==> config.mk <==
export PLATFORM = sky130hd
export DESIGN_NAME = proc_run_ctrl
export DESIGN_NICKNAME = d
export VERILOG_FILES = /design/src/rtl/proc_run_ctrl_pkg.sv /design/src/rtl/trace_fifo.sv /design/src/rtl/proc_run_ctrl.sv
export SDC_FILE = /design/constraint.sdc
export NUM_CORES = 1
export LEC_CHECK = 0
export CAP_MARGIN = 25
export CORE_MARGIN = 2
export CORE_UTILIZATION = 55
export DETAILED_ROUTE_END_ITERATION = 10
export DONT_BUFFER_PORTS = 1
export PLACE_DENSITY = 0.7
export SYNTH_ARGS = -nofsm -noshare
export SYNTH_HDL_FRONTEND = slang
export SYNTH_SLANG_ARGS = --single-unit
==> constraint.sdc <==
create_clock -name clk -period 5.5 [get_ports clk]
set_clock_uncertainty 0.2 [all_clocks]
set_input_delay 1.1 -clock clk [delete_from_list [all_inputs] [get_ports clk]]
set_output_delay 1.1 -clock clk [all_outputs]
set_load 0.01 [all_outputs]
==> src/rtl/proc_run_ctrl_pkg.sv <==
// Shared types and width helpers for the processor run controller.
package proc_run_ctrl_pkg;

  typedef enum logic [1:0] {
    StIdle  = 2'd0,
    StReset = 2'd1,
    StRun   = 2'd2,
    StStop  = 2'd3
  } state_e;

  localparam int unsigned CycleW = 32;

  // Bits needed to hold the values 0..max_val inclusive.
  function automatic int unsigned cnt_width(input int unsigned max_val);
    return $clog2(max_val + 1);
  endfunction

endpackage

==> src/rtl/trace_fifo.sv <==
// Show-ahead trace FIFO with sticky overflow flag and synchronous clear.
module trace_fifo #(
  parameter int unsigned DATA_W = 32,
  parameter int unsigned DEPTH  = 8
) (
  input  logic                   clk,
  input  logic                   reset,
  input  logic                   clear,
  input  logic                   push,
  input  logic [DATA_W-1:0]      data_in,
  input  logic                   pop,
  output logic [DATA_W-1:0]      data_out,
  output logic                   empty,
  output logic                   full,
  output logic [$clog2(DEPTH):0] level,
  output logic                   overflow
);

  localparam int unsigned AddrW = $clog2(DEPTH);
  localparam logic [AddrW:0] LvlOne = (AddrW + 1)'(1);
  localparam logic [AddrW-1:0] PtrOne = AddrW'(1);

  logic [DATA_W-1:0] mem_q [DEPTH];
  logic [AddrW-1:0]  wr_ptr_q, rd_ptr_q;
  logic [AddrW:0]    level_q;
  logic              overflow_q;
  logic              do_push, do_pop;

  assign empty    = (level_q == '0);
  assign full     = (level_q == (AddrW + 1)'(DEPTH));
  assign do_pop   = pop && !empty;
  // A pop in the same cycle frees the slot, so a push into a full FIFO still lands.
  assign do_push  = push && (!full || do_pop);
  assign level    = level_q;
  assign overflow = overflow_q;
  assign data_out = empty ? '0 : mem_q[rd_ptr_q];

  always_ff @(posedge clk or negedge reset) begin
    if (!reset) begin
      wr_ptr_q   <= '0;
      rd_ptr_q   <= '0;
      level_q    <= '0;
      overflow_q <= 1'b0;
    end else if (clear) begin
      wr_ptr_q   <= '0;
      rd_ptr_q   <= '0;
      level_q    <= '0;
      overflow_q <= 1'b0;
    end else begin
      if (do_push) wr_ptr_q <= wr_ptr_q + PtrOne;
      if (do_pop)  rd_ptr_q <= rd_ptr_q + PtrOne;
      if (do_push && !do_pop) begin
        level_q <= level_q + LvlOne;
      end else if (!do_push && do_pop) begin
        level_q <= level_q - LvlOne;
      end
      if (push && !do_push) overflow_q <= 1'b1;
    end
  end

  always_ff @(posedge clk) begin
    if (do_push && !clear) mem_q[wr_ptr_q] <= data_in;
  end

endmodule

==> src/rtl/proc_run_ctrl.sv <==
// Run controller: sequences core reset, counts run cycles, traces result changes,
// and stops the run on halt (stable result) or cycle timeout.
module proc_run_ctrl
  import proc_run_ctrl_pkg::*;
#(
  parameter int unsigned DATA_W        = 32,
  parameter int unsigned RST_CYCLES    = 2,
  parameter int unsigned TRACE_DEPTH   = 8,
  parameter int unsigned STABLE_CYCLES = 16,
  parameter int unsigned TIMEOUT       = 4096
) (
  input  logic                         clk,
  input  logic                         reset,
  input  logic                         start,
  input  logic [DATA_W-1:0]            result,
  output logic                         core_reset,
  output logic                         busy,
  output logic                         done,
  output logic                         timed_out,
  output logic [CycleW-1:0]            cycle_count,
  input  logic                         trace_rd_en,
  output logic [DATA_W-1:0]            trace_data,
  output logic                         trace_empty,
  output logic [$clog2(TRACE_DEPTH):0] trace_level,
  output logic                         trace_overflow
);

  localparam int unsigned StableW = cnt_width(STABLE_CYCLES);
  localparam int unsigned RstW    = cnt_width(RST_CYCLES);

  state_e              state_q, state_d;
  logic [RstW-1:0]     rst_cnt_q, rst_cnt_d;
  logic [StableW-1:0]  stable_q, stable_d;
  logic [DATA_W-1:0]   prev_q, prev_d;
  logic                first_q, first_d;
  logic [CycleW-1:0]   cycle_q, cycle_d;
  logic                done_q, done_d;
  logic                timed_out_q, timed_out_d;
  logic                fifo_clear, push;
  logic                unused_fifo_full;

  always_comb begin
    state_d     = state_q;
    rst_cnt_d   = rst_cnt_q;
    stable_d    = stable_q;
    prev_d      = prev_q;
    first_d     = first_q;
    cycle_d     = cycle_q;
    done_d      = done_q;
    timed_out_d = timed_out_q;
    fifo_clear  = 1'b0;
    push        = 1'b0;
    unique case (state_q)
      StIdle, StStop: begin
        if (start) begin
          state_d     = StReset;
          rst_cnt_d   = RstW'(RST_CYCLES - 1);
          done_d      = 1'b0;
          timed_out_d = 1'b0;
          cycle_d     = '0;
          fifo_clear  = 1'b1;
        end
      end
      StReset: begin
        if (rst_cnt_q == '0) begin
          state_d = StRun;
          first_d = 1'b1;
        end else begin
          rst_cnt_d = rst_cnt_q - RstW'(1);
        end
      end
      StRun: begin
        first_d = 1'b0;
        if (cycle_q != '1) cycle_d = cycle_q + CycleW'(1);
        if (first_q || (result != prev_q)) begin
          push     = 1'b1;
          prev_d   = result;
          stable_d = StableW'(1);
        end else begin
          stable_d = stable_q + StableW'(1);
        end
        // Halt takes priority when both end conditions land on the same cycle.
        if (stable_d == StableW'(STABLE_CYCLES)) begin
          state_d = StStop;
          done_d  = 1'b1;
        end else if (cycle_d == CycleW'(TIMEOUT)) begin
          state_d     = StStop;
          timed_out_d = 1'b1;
        end
      end
      default: state_d = StIdle;
    endcase
  end

  always_ff @(posedge clk or negedge reset) begin
    if (!reset) begin
      state_q     <= StIdle;
      rst_cnt_q   <= '0;
      stable_q    <= '0;
      prev_q      <= '0;
      first_q     <= 1'b0;
      cycle_q     <= '0;
      done_q      <= 1'b0;
      timed_out_q <= 1'b0;
    end else begin
      state_q     <= state_d;
      rst_cnt_q   <= rst_cnt_d;
      stable_q    <= stable_d;
      prev_q      <= prev_d;
      first_q     <= first_d;
      cycle_q     <= cycle_d;
      done_q      <= done_d;
      timed_out_q <= timed_out_d;
    end
  end

  assign core_reset  = (state_q != StRun);
  assign busy        = (state_q == StReset) || (state_q == StRun);
  assign done        = done_q;
  assign timed_out   = timed_out_q;
  assign cycle_count = cycle_q;

  trace_fifo #(
    .DATA_W (DATA_W),
    .DEPTH  (TRACE_DEPTH)
  ) u_trace_fifo (
    .clk      (clk),
    .reset    (reset),
    .clear    (fifo_clear),
    .push     (push),
    .data_in  (result),
    .pop      (trace_rd_en),
    .data_out (trace_data),
    .empty    (trace_empty),
    .full     (unused_fifo_full),
    .level    (trace_level),
    .overflow (trace_overflow)
  );

endmodule

Word level (Yosys, flattened, before mapping)
Memories as Yosys holds them, arrays and structs flattened. Index checks and enable logic that the tools add are counted.

Memories: 1. Input port bits: 36. Output and inout port bits: 74. Register bits after elaboration: 87. Logic and storage cells: 105. Memory bits (writable): 256.

Memories: u_trace_fifo.mem_q (depth 8, width 32, read ports 1, clocked after Yosys merged registers in 0, wr ports 1, line trace_fifo.sv:23) `logic [DATA_W-1:0] mem_q [DEPTH];`.

Reduce and logical (&&, ||, !) cells: 32. Eq/ne operators: 16. $add $sub $neg: 7. Mux-type cells: 37.

Operators with widths (number): $mux 32 (4); $pmux 32 s2 (1); $add 32x1->32 const B (1); $eq 32x13->1 const B (1); $ne 32x32->1 (1); $ne 32x32->1 const B (1); $ne 2x2->1 const B (7); $mux 1 (13); $mux 3 (4); $mux 4 (3); $reduce_bool 2->1 (6); $mux 2 (5); $mux 5 (2); $reduce_and 3->1 (3); $add 3x1->3 const B (2); $logic_and 1x1->1 (6); $pmux 1 s2 (3); $pmux 2 s3 (1); $reduce_and 2->1 (3); $add 5x1->5 const B (1); $eq 5x5->1 const B (1); $logic_not 1->1 (5); $add 4x1->4 const B (1); $eq 2x2->1 const B (2); other kinds (12) (15).

Depth between registers and ports, before layout
Gate-level depths: netlist of run 1.

Depth in word-level cells: 10. Depth in mapped cells: 13. Mapped depth without buffers: 13.

By module
From an unflattened synthesis of run 1, not the netlist that was laid out.

Cells, all modules: 1015. Area, all modules: 15283.4 µm².

By module, submodules not included: trace_fifo (cells each 493, sequential area each 7962.6 µm², times used 1, area an instance 10443.8 µm²); proc_run_ctrl (cells each 522, sequential area each 1901.8 µm², times used 1, area an instance 4839.6 µm²).

Worst setup path after synthesis of run 1
No wires, ideal clock.

Path kind: input -> register. Start: in result[29]. End: mem u_trace_fifo.mem_q[0][0] (enable). Cell stages on the path: 6. Data required time: 4.839 ns. Path buffers: 0. Arrival time: 4.350 ns. Setup time: 0.461 ns. Setup slack: 0.489 ns. Cell sequence: xor2_1 > nor4_1 > nand4_1 > o31ai_1 > or4_1 > nor3_1.

Cells in the longest elaborated chain, start to end: 8.

Ends and longest elaborated chain: from (decl) (line proc_run_ctrl.sv:15) `input logic [DATA_W-1:0] result,`; $ne 32x32->1 (line proc_run_ctrl.sv:75) `if (first_q || (result != prev_q)) begin`; $logic_or 1x1->1 (line proc_run_ctrl.sv:75); $mux 1 (line proc_run_ctrl.sv:75); $mux 1 (line proc_run_ctrl.sv:53) `unique case (state_q)`; $logic_and 1x1->1 (line trace_fifo.sv:33) `assign do_push = push && (!full || do_pop);`; $logic_and 1x1->1 (line trace_fifo.sv:62) `if (do_push && !clear) mem_q[wr_ptr_q] <= data_in;`; $mux 1 (line trace_fifo.sv:62); $mux 1 (not written as such) (line trace_fifo.sv:62); to (decl) (line trace_fifo.sv:23).

No other way between the ends.

Worst setup path in the final report of run 1
Start: in result[8]. End: reg u_trace_fifo.level_q[3] (netlist: u_trace_fifo.level[3]).

Cells in the longest elaborated chain, start to end: 8. Elaborated cells on any way between the ends: 11. Those cells by class: eq/ne: 1; mux: 4; reduce/logical: 6.

Ends and longest elaborated chain: $ne 32x32->1 * (line proc_run_ctrl.sv:75); $logic_or 1x1->1 * (line proc_run_ctrl.sv:75); $mux 1 * (line proc_run_ctrl.sv:75); $mux 1 * (line proc_run_ctrl.sv:53); $logic_and 1x1->1 * (line trace_fifo.sv:33); $logic_and 1x1->1 or $logic_not 1->1 (tied branches) (line trace_fifo.sv:52, trace_fifo.sv:54); $mux 4 or $logic_and 1x1->1 (tied branches) (line trace_fifo.sv:52, trace_fifo.sv:54); $mux 4 or $reduce_bool 3->1 (tied branches); to (signal assigned) (line trace_fifo.sv:53) `level_q <= level_q + LvlOne;`; to (signal assigned) (line trace_fifo.sv:55) `level_q <= level_q - LvlOne;`; to (decl) (line trace_fifo.sv:25) `logic [AddrW:0] level_q;`.

Every way passes the cells marked *; elsewhere a longest branch is shown, timed or not. A chain may end at the register's enable or synchronous reset.

==> results of run 1 <==
==> Yosys cell counts, drive strengths merged (4+ instances only) <==
master / number / area share [%]
mux2: 9 / 0.67
a211oi: 4 / 0.20
nor3: 11 / 0.43
xnor2: 10 / 0.58
nor4: 14 / 0.68
nand2: 127 / 3.2
or3: 14 / 0.58
nor2b: 4 / 0.17
a31oi: 14 / 0.58
nor2: 73 / 1.9
buf: 26 / 0.89
inv: 13 / 0.32
nand4: 27 / 1.2
mux4: 64 / 9.5
and4: 5 / 0.32
nand3: 22 / 0.88
mux2i: 37 / 2.4
o31ai: 14 / 0.69
dfrtp: 87 / 14
o21ai: 56 / 1.9
ha: 10 / 0.83
nand2b: 9 / 0.37
a21oi: 21 / 0.69
o211ai: 4 / 0.23
a22o: 4 / 0.23
clkbuf: 34 / 0.86
edfxtp: 256 / 51
xor2: 37 / 2.1
==> cells by family after synthesis <==
group	after synthesis	synth area share, %
compound gates	143	6.19
xor+xnor	47	2.72
fa+ha+maj	11	0.959
buf+inv	73	2.08
flops	343	65.2
mux	110	12.6
simple gates	318	10.2
==> area by class of cell <==
cell class | count | area share, %
well taps | 341 | 2.55
inverters | 13 | 0.292
clock buffers | 45 | 5.71
clock inverters | 20 | 1.24
repair buffers | 22 | 1.06
multi-input cells | 629 | 30.1
flip-flops and latches | 343 | 59.0
==> flip-flops by register name, summed over array words and instances, names as in the netlist, 2 cells and up <==
register and count:
cycle_count 32, prev_q 32, rst_cnt_q 2, stable_q 5
state_q 2, u_trace_fifo.level 4, u_trace_fifo.mem_q 256, u_trace_fifo.rd_ptr_q 3
u_trace_fifo.wr_ptr_q 3
==> metrics by stage <==
step           instances  cell area (um2)  hold slack (ns)  power, uW
2_1_floorplan       1045            15100            0.242       4980
3_3_place_gp        1348            15600            0.269       5500
3_5_place_dp        1348            15600            0.280       5550
4_1_cts             1413            16700           0.0496       7940
5_1_grt             1413            16700           0.0447       8260
6_report            1413            16700           0.0656       7850
==> final timing paths <==
| kind | start | to | slack [ns] | depth (start not counted) |
|---|---|---|---|---|
| max | result[8] | u_trace_fifo.level[3]$_DFFE_PN0P_ | 1.53 | 13 |
| min | reset | cycle_count[11]$_DFFE_PN0P_ | 0.07 | 0 |
| max reg2reg | prev_q[12]$_DFFE_PN0P_ | u_trace_fifo.level[3]$_DFFE_PN0P_ | 1.70 | 13 |
| min reg2reg | prev_q[7]$_DFFE_PN0P_ | prev_q[7]$_DFFE_PN0P_ | 0.29 | 2 |
| max in group asynchronous | reset | prev_q[2]$_DFFE_PN0P_ | 4.88 | 0 |
| min in group clk | prev_q[7]$_DFFE_PN0P_ | prev_q[7]$_DFFE_PN0P_ | 0.29 | 2 |
==> routing by layer <==
| metal | up-vias | GRT usage (%) | wire length, um |
|---|---|---|---|
| met5 | - | 0 | 0 |
| met4 | 0 | 6.13 | 650 |
| met3 | 49 | 5.65 | 2150 |
| met2 | 250 | 38.4 | 16100 |
| met1 | 4480 | 30.3 | 13300 |
| li1 | 4008 | - | - |
==> power breakdown <==
| part | switching (uW) | internal (uW) | leakage (uW) | total [uW] |
|---|---|---|---|---|
| combinational | 1230 | 894 | 0.00178 | 2120 |
| clock | 980 | 1390 | 0.000557 | 2370 |
| sequential | 271 | 3090 | 0.00344 | 3360 |
==> critical path, stage by stage <==
cell and delay (ns):
xor2_1 0.13, nor4_1 0.51, nand4_1 0.33, o31ai_4 0.55, nor2_1 0.21, nand2_1 0.17
ha_1 0.26, a21o_1 0.18, a21oi_1 0.25, or3_1 0.16, a21oi_1 0.06, a31oi_1 0.15
a21oi_1 0.08
==> layout by cell type (no fill, tap or decap), drive strengths merged, types with 16 or more instances in the layout <==
master	synthesis	routed
edfxtp	256	256
nand4	27	27
nor2	73	73
nand2	127	127
mux2i	37	37
buf	26	22
xor2	37	37
clkbuf	34	45
mux4	64	64
a21oi	21	21
o21ai	56	56
dfrtp	87	87
nand3	22	22
inv	13	16
==> metrics.csv, run 1 <==
stage,metric,value,unit
run_status,outcome,finished clean,
layout,seqCellArea,9870,um2
layout,diodes,0,
layout,fin_util,62.0,%
route,vias,8787,
layout,layout.nets,1092,
layout,multi_input_area,5030,um2
synthesis,synthFlopType,edfxtp_1,
placed_design,pre_cts_ws,1.09,ns
timing,fin_ws,1.53,ns
timing,hold_violations,0,
timing,worstMarginPinSlew,1.02,ns
placed_design,place_congestion,0.838,
floorplan,num_rows,60,
timing,fmax,252,MHz
floorplan,start_util,56.2,%
route,drcViolationCount,0,
synthesis,synthArstFlopShare,25.4,%
clock_tree,post-cts-setup-buffers,0,
power_and_ir_drop,ir_drop,0.482,mV
placed_design,hpwl,20.1,mm
route,drt_iter0_drc,622,
worst_setup_path,cp_max_fo,10,
placed_design,port_buffers,0,
worst_setup_path,crit_required,5.69,ns
synthesis,syn_inst,1045,
layout,syn_to_final_growth,10.5,%
global_routing,grt_pass1_vias,8945,
route,avgRoutedWirePerCell,22.8,um
route,dr.pass1.iters,5,
clock_tree,clock_sinks,343,
global_routing,grt_usage,22.9,%
worst_setup_path,endpoint_kind,flop,
floorplan,die_w,170,um
worst_hold_path,hold_class,in -> async,
power_and_ir_drop,power.density,470,nW/um2
layout,fillers,1964,
global_routing,antenna_found_initial,0,
power_and_ir_drop,leakagePower,0.00578,uW
timing,setup_violations,0,
timing,slew_headroom,31.9,%
floorplan,io_pins,110,
synthesis,syn_avg_cell_area,14.5,um2
clock_tree,hold_buffers,0,
worst_setup_path,worstPathArrival,4.15,ns
synthesis,yosysWarnings,0,
route,viasPerCell,6.22,
clock_tree,clk_latency,0.53,ns
clock_tree,cts_buffers,36,
timing,slew_violations,0,
timing,post-route-min-period,3.97,ns
global_routing,grt_pass1_wl,50.4,mm
timing,finalCritPeriodShare,72.2,%
job,max_cap_viol_count,0,
synthesis,syn_area,15100,um2
synthesis,synth_nets,1092,
clock_tree,htree_levels,2,
clock_tree,cts-resized-gates,0,
clock_tree,path_clk_slew,0.06,ns
global_routing,grt-ovfl-total,0,
layout,drive_gt1_share,16.4,%
synthesis,synth_edf_count,256,
clock_tree,cts-root-buf,clkbuf_16,
floorplan,die_height,170,um
synthesis,synth-seq-cells,343,
clock_tree,cts_tree,built,
floorplan,fp.coreArea,27000,um2
route,drt-total-wl,32.2,mm
worst_setup_path,worstSetupPathType,in -> reg,
worst_setup_path,start_kind,input pin,
synthesis,synth_seq_area_share,65.2,%
clock_tree,cts_buffer_depth,3,
timing,final.setup.tns,0,ns
floorplan,die_area,28900,um2
global_routing,grt_max_degree,88,
synthesis,ys_types,68,
route,detail-route-antenna-nets,0,
timing,rsz0062_at_grt,no,
No activity file was read; power rests on OpenSTA's default activity.
==> run 2: changes to the inputs <==
==> constraint.sdc (replaced) <==
create_clock -name clk -period 4.1 [get_ports clk]
set_clock_uncertainty 0.2 [all_clocks]
set_input_delay 0.82 -clock clk [delete_from_list [all_inputs] [get_ports clk]]
set_output_delay 0.82 -clock clk [all_outputs]
set_load 0.01 [all_outputs]
==> metrics.csv, run 2 (synthesis gave the netlist of run 1 again) <==
stage,metric,value,unit,change
route,drt_iter0_drc,734,,+18%
clock_tree,cts_tree,built,,
timing,fmax,281,MHz,
clock_tree,cts_buffer_depth,3,,unchanged
floorplan,die_area,28900,um2,unchanged
layout,final_cell_mix,"edfxtp_1, nand2_1, dfrtp_1, nor2_1, mux4_2",,
layout,fin_util,62.6,%,+0.59 points
power_and_ir_drop,swShare,31.3,%,-0.29 points
placed_design,place_congestion,0.825,,-1.5%
worst_setup_path,worstSetupStartpoint,cycle_count[0]$_DFFE_PN0P_,,
clock_tree,cts_buffers,35,,-2.8%
worst_setup_path,path_buf_inv,0,,unchanged
route,viasPerCell,6.21,,-0.21%
timing,slew_violations,0,,unchanged
worst_setup_path,endpoint_kind,flop,,
worst_setup_path,cp_max_fo,11,,+1
global_routing,grt_max_degree,88,,unchanged
layout,largest_register_ffs,256,,unchanged
power_and_ir_drop,leakagePower,0.00586,uW,+1.3%
global_routing,grt_pass1_vias,8903,,-0.47%
worst_setup_path,critPathTopFamily,simple AND/OR/NAND/NOR gates,,
timing,hold_violations,5,,+5
run_status,violations,negative hold slack,,
worst_setup_path,cp_slowest_cell,or3_1,,
worst_setup_path,worstSetupPathType,reg -> reg,,
power_and_ir_drop,ir_drop,0.530,mV,+9.9%
worst_setup_path,worstPathArrival,3.73,ns,-0.42 ns
power_and_ir_drop,power.density,624,nW/um2,+33%
worst_setup_path,regToRegStartpoint,cycle_count[0]$_DFFE_PN0P_,,
placed_design,dp_cells,1357,,+0.67%
clock_tree,htree_levels,2,,unchanged
floorplan,io_pins,110,,unchanged
layout,top_register,u_trace_fifo.mem_q,,
floorplan,start_util,56.2,%,unchanged
timing,worstMarginPinSlew,0.750,ns,-0.268 ns
layout,syn_to_final_growth,11.5,%,
job,max_cap_viol_count,0,,unchanged
worst_setup_path,start_kind,flop,,
floorplan,die_w,170,um,unchanged
timing,hold_ws,-0.0196,ns,-0.0853 ns
power_and_ir_drop,total_power,10500,uW,+34%
global_routing,antenna_found_initial,0,,unchanged
global_routing,grt-ovfl-total,0,,unchanged
timing,post-route-min-period,3.56,ns,
layout,multi_input_area,5040,um2,+0.25%
route,drt-total-wl,32.6,mm,+1.2%
floorplan,die_height,170,um,unchanged
floorplan,fp.coreArea,27000,um2,unchanged
timing,slew_headroom,49.6,%,+18 points
layout,seqCellArea,9870,um2,unchanged
timing,finalCritPeriodShare,86.7,%,
clock_tree,clk_latency,0.50,ns,-0.03 ns
layout,final_common_cell,edfxtp_1,,
clock_tree,post-cts-setup-buffers,0,,unchanged
worst_setup_path,max_stage_delay,0.64,ns,+0.09 ns
clock_tree,cts-root-buf,clkbuf_16,,
layout,fillers,1932,,-1.6%
route,vias,8818,,+0.35%
timing,final.setup.tns,0,ns,unchanged
layout,stdcell_count,1421,,+0.57%
worst_setup_path,path_cells,"ha_1, nand3_2, or3_1, nor3_2, nor4_1, nor3_1, and4_4, a41o_1, o311ai_1",,
timing,rsz0062_at_grt,no,,
worst_setup_path,crit_required,4.27,ns,-1.42 ns
placed_design,hpwl,20.4,mm,+1.5%
run_status,outcome,finished with violations,,
floorplan,num_rows,60,,unchanged
route,drcViolationCount,0,,unchanged
layout,layout.nets,1104,,+1.1%
power_and_ir_drop,p_int,7230,uW,+35%
route,avgRoutedWirePerCell,22.9,um,+0.65%
global_routing,grt_usage,23.1,%,+0.19 points
timing,setup_violations,0,,unchanged
power_and_ir_drop,pwr-share-clk,28.9,%,-1.3 points
route,detail-route-antenna-nets,0,,unchanged
power_and_ir_drop,p_sw,3300,uW,+33%
clock_tree,clock_sinks,343,,unchanged
route,dr.pass1.iters,5,,unchanged
layout,diodes,0,,unchanged
worst_hold_path,hold_class,in -> async,,
power_and_ir_drop,power.share.sequential,42.8,%,about the same
clock_tree,path_clk_slew,0.06,ns,about the same
layout,drive_gt1_share,17.2,%,+0.80 points
power_and_ir_drop,pwr-share-comb,28.3,%,+1.2 points
global_routing,grt_pass1_wl,50.9,mm,+1.1%
placed_design,port_buffers,0,,unchanged
[run 2: cell types whose count changed in the layout (fill, tap and decap cells not counted), moves of 3 or more]
cell,delta
buf_12,+6
clkinv_2,+3
buf_4,+5
clkinv_1,-4
[run 2: worst paths after layout]
check,to,slack [ns],cells after the start
max,state_q[0]$_DFFE_PN0P_,0.54,9
max reg2reg,state_q[0]$_DFFE_PN0P_,0.54,9
min reg2reg,prev_q[17]$_DFFE_PN0P_,0.29,2
min,cycle_count[12]$_DFFE_PN0P_,-0.02,1
min in group clk,u_trace_fifo.mem_q[6][8]$_DFFE_PP_,0.21,0
max in group asynchronous,prev_q[31]$_DFFE_PN0P_,3.27,1
[run 2: through the flow]
| step | instance area [um2] | setup WS, ns |
|---|---|---|
| 2_1_floorplan | 15100 | 0.224 |
| 3_3_place_gp | 15700 | 0.338 |
| 3_5_place_dp | 15700 | 0.297 |
| 4_1_cts | 16800 | 0.572 |
| 5_1_grt | 16900 | 0.388 |
| 6_report | 16900 | 0.545 |
[run 2: cell type report]
| class | instances | area share [%] |
|---|---|---|
| repair buffers | 35 | 2.31 |
| flip-flops and latches | 343 | 58.5 |
| well taps | 341 | 2.53 |
| clock buffers | 48 | 5.85 |
| multi-input cells | 629 | 29.9 |
| inverters | 13 | 0.289 |
| clock inverters | 12 | 0.638 |
[run 2: power by group through the flow]
stage	registers (uW)	clock network, uW	logic (uW)
after floorplan	4390	0	2290
after global placement	4560	0	2900
after detailed placement	4580	0	2950
after CTS	4510	3100	2990
after global routing	4560	3230	3290
final	4500	3040	2980
[run 2: what timing repair did]
item / in CTS / in global routing
hold endpoints to repair: 87 / 0
hold buffers: 1 / 0
gates resized for setup: 0 / 0
[run 2: per-layer routing]
| metal | share of wire (%) | routed length [um] | GRT usage, % | vias to the layer above |
|---|---|---|---|---|
| met5 | 0 | 0 | 0 | - |
| met3 | 6.7 | 2190 | 5.30 | 35 |
| met1 | 41 | 13500 | 31.1 | 4479 |
| met2 | 50 | 16400 | 38.8 | 281 |
| met4 | 1.4 | 471 | 5.13 | 0 |
| li1 | - | - | - | 4023 |
[run 2: worst reg2reg max path: stages (launching register included)]
cell,delay (ns)
dfrtp_1,0.50
ha_1,0.32
nand3_2,0.20
or3_1,0.64
nor3_2,0.47
nor4_1,0.13
nor3_1,0.36
and4_4,0.34
a41o_1,0.18
o311ai_1,0.08
==> run 3: changes to the inputs <==
--- a/config.mk
+++ b/config.mk
@@ -6,11 +6,13 @@
 export NUM_CORES = 1
 export LEC_CHECK = 0
 export CAP_MARGIN = 25
+export CELL_PAD_IN_SITES_DETAIL_PLACEMENT = 2
+export CELL_PAD_IN_SITES_GLOBAL_PLACEMENT = 2
 export CORE_MARGIN = 2
-export CORE_UTILIZATION = 55
+export CORE_UTILIZATION = 46
 export DETAILED_ROUTE_END_ITERATION = 10
 export DONT_BUFFER_PORTS = 1
-export PLACE_DENSITY = 0.7
+export PLACE_DENSITY_LB_ADDON = 0.1
 export SYNTH_ARGS = -nofsm -noshare
 export SYNTH_HDL_FRONTEND = slang
 export SYNTH_SLANG_ARGS = --single-unit
==> metrics.csv, run 3 (synthesis gave the netlist of run 1 again) <==
stage,metric,value,unit,change
layout,diodes,0,,unchanged
layout,top_register,u_trace_fifo.mem_q,,
clock_tree,cts_buffers,39,,+11%
global_routing,antenna_found_initial,0,,unchanged
worst_setup_path,endpoint_kind,flop,,
layout,final_common_cell,edfxtp_1,,
timing,slew_headroom,35.6,%,-14 points
worst_setup_path,worstSetupPathType,reg -> reg,,
power_and_ir_drop,ir_drop,0.610,mV,+15%
timing,worstMarginPinSlew,0.965,ns,+0.215 ns
placed_design,place_congestion,0.768,,-6.9%
timing,fmax,266,MHz,-5.5%
layout,syn_to_final_growth,14.0,%,
layout,largest_register_ffs,256,,unchanged
power_and_ir_drop,leakagePower,0.00598,uW,+2.1%
layout,multi_input_area,5050,um2,about the same
global_routing,grt_max_degree,88,,unchanged
clock_tree,post-cts-setup-buffers,0,,unchanged
floorplan,io_pins,110,,unchanged
power_and_ir_drop,pwr-share-comb,28.4,%,about the same
worst_setup_path,cp_max_fo,4,,-7
layout,seqCellArea,9870,um2,unchanged
route,detail-route-antenna-nets,0,,unchanged
floorplan,die_area,34400,um2,+19%
global_routing,grt_usage,25.9,%,+2.8 points
floorplan,fp.coreArea,32500,um2,+20%
timing,final.setup.tns,0,ns,unchanged
route,drt_iter0_drc,563,,-23%
clock_tree,cts-root-buf,clkbuf_16,,
global_routing,grt_pass1_wl,65.5,mm,+29%
timing,hold_ws,-0.00530,ns,+0.0143 ns
timing,rsz0062_at_grt,no,,
power_and_ir_drop,pwr-share-clk,30.6,%,+1.7 points
layout,fin_util,53.1,%,-9.5 points
run_status,outcome,finished with violations,,
route,dr.pass1.iters,4,,-1
clock_tree,path_clk_slew,0.06,ns,about the same
route,drt-total-wl,43.1,mm,+32%
layout,final_cell_mix,"edfxtp_1, nand2_1, dfrtp_1, nor2_1, mux4_2",,
floorplan,num_rows,66,,+10%
clock_tree,clock_sinks,343,,unchanged
route,viasPerCell,5.97,,-3.8%
power_and_ir_drop,p_sw,3730,uW,+13%
timing,finalCritPeriodShare,91.8,%,+5.1 points
clock_tree,htree_levels,2,,unchanged
clock_tree,cts_tree,built,,
clock_tree,cts_buffer_depth,3,,unchanged
floorplan,start_util,46.6,%,-9.5 points
job,max_cap_viol_count,0,,unchanged
route,drcViolationCount,0,,unchanged
worst_setup_path,crit_required,4.32,ns,+0.05 ns
power_and_ir_drop,power.density,645,nW/um2,+3.5%
timing,hold_violations,7,,+2
worst_setup_path,worstPathArrival,3.98,ns,+0.25 ns
clock_tree,clk_latency,0.55,ns,+0.05 ns
run_status,violations,negative hold slack,,
worst_hold_path,hold_class,in -> async,,
layout,layout.nets,1115,,+1.0%
floorplan,die_w,185,um,+9.1%
timing,setup_violations,0,,unchanged
route,vias,9194,,+4.3%
placed_design,hpwl,27.4,mm,+34%
layout,fillers,2935,,+52%
global_routing,grt_pass1_vias,10200,,+15%
power_and_ir_drop,power.share.sequential,41.0,%,-1.8 points
route,avgRoutedWirePerCell,28.0,um,+22%
timing,post-route-min-period,3.76,ns,+0.208 ns
power_and_ir_drop,swShare,33.5,%,+2.2 points
placed_design,port_buffers,0,,unchanged
floorplan,die_height,185,um,+9.1%
layout,drive_gt1_share,18.9,%,+1.6 points
global_routing,grt-ovfl-total,0,,unchanged
timing,slew_violations,0,,unchanged
power_and_ir_drop,p_int,7400,uW,+2.4%
worst_setup_path,start_kind,flop,,
[run 3: cell count changes in the layout (fill, tap and decap cells not counted)]
cell | previous run | this run
a21oi_2 | 0 | 1
buf_16 | 2 | 4
clkinvlp_4 | 0 | 1
clkbuf_16 | 37 | 39
clkbuf_8 | 2 | 5
clkbuf_1 | 9 | 7
clkinv_8 | 0 | 2
a21oi_1 | 21 | 20
clkinv_4 | 1 | 2
buf_12 | 7 | 6
buf_4 | 26 | 31
clkinv_2 | 4 | 8
buf_8 | 0 | 1
[run 3: power groups by stage]
stage	Sequential, uW	Clock, uW	Combinational (uW)
after CTS	4570	3490	3240
after global placement	4570	0	2960
after detailed placement	4620	0	3130
after floorplan	4390	0	2290
final	4560	3400	3160
after global routing	4620	3590	3490
[run 3: cell type report]
cell class | count | area share, %
multi-input cells | 629 | 29.3
clock inverters | 20 | 1.02
flip-flops and latches | 343 | 57.2
repair buffers | 42 | 2.77
well taps | 442 | 3.21
clock buffers | 51 | 6.21
inverters | 13 | 0.283
[run 3: final timing paths]
path	startpoint	endpoint	slack (ns)	depth (start not counted)
setup / recovery	prev_q[16]$_DFFE_PN0P_	u_trace_fifo.level[3]$_DFFE_PN0P_	0.34	13
hold / removal	reset	cycle_count[13]$_DFFE_PN0P_	-0.005	1
setup reg to reg	prev_q[16]$_DFFE_PN0P_	u_trace_fifo.level[3]$_DFFE_PN0P_	0.34	13
hold reg to reg	prev_q[14]$_DFFE_PN0P_	prev_q[14]$_DFFE_PN0P_	0.31	2
max in group asynchronous	reset	u_trace_fifo.rd_ptr_q[0]$_DFFE_PN0P_	3.27	1
min in group clk	result[0]	u_trace_fifo.mem_q[0][0]$_DFFE_PP_	0.17	0
[run 3: timing repair]
action | in CTS | in global routing
hold endpoints to repair | 87 | 0
gates resized for setup | 0 | 0
hold buffers | 1 | 0
[run 3: metal layers]
metal | wire length [um] | track usage (%) | part of all wire (%)
met1 | 17500 | 32.1 | 41
met2 | 22700 | 46.8 | 53
met3 | 1820 | 4.27 | 4.2
met4 | 1090 | 7.24 | 2.5
met5 | 0 | 0 | 0
[run 3: worst max-delay path: stages, from the launching register on]
cell,delay (ns)
dfrtp_1,0.39
xor2_1,0.17
nor4_1,0.71
nand3_1,0.27
o31ai_4,0.34
nor2_1,0.14
nand2_1,0.19
ha_1,0.26
a21o_1,0.18
a21oi_1,0.24
or3_1,0.18
a21oi_1,0.08
a31oi_1,0.19
a21oi_1,0.09
[run 3: through the flow]
| step | setup slack [ns] | hold WS [ns] | cell area [um2] | total power (uW) | cells |
|---|---|---|---|---|---|
| after floorplan | 0.224 | 0.242 | 15100 | 6680 | 1045 |
| after global placement | 0.286 | 0.271 | 15900 | 7530 | 1463 |
| after detailed placement | 0.0654 | 0.294 | 15900 | 7760 | 1465 |
| after CTS | 0.249 | 0.00972 | 17200 | 11300 | 1537 |
| after global routing | 0.0463 | 0.0177 | 17200 | 11700 | 1540 |
| final | 0.337 | -0.00530 | 17200 | 11100 | 1540 |
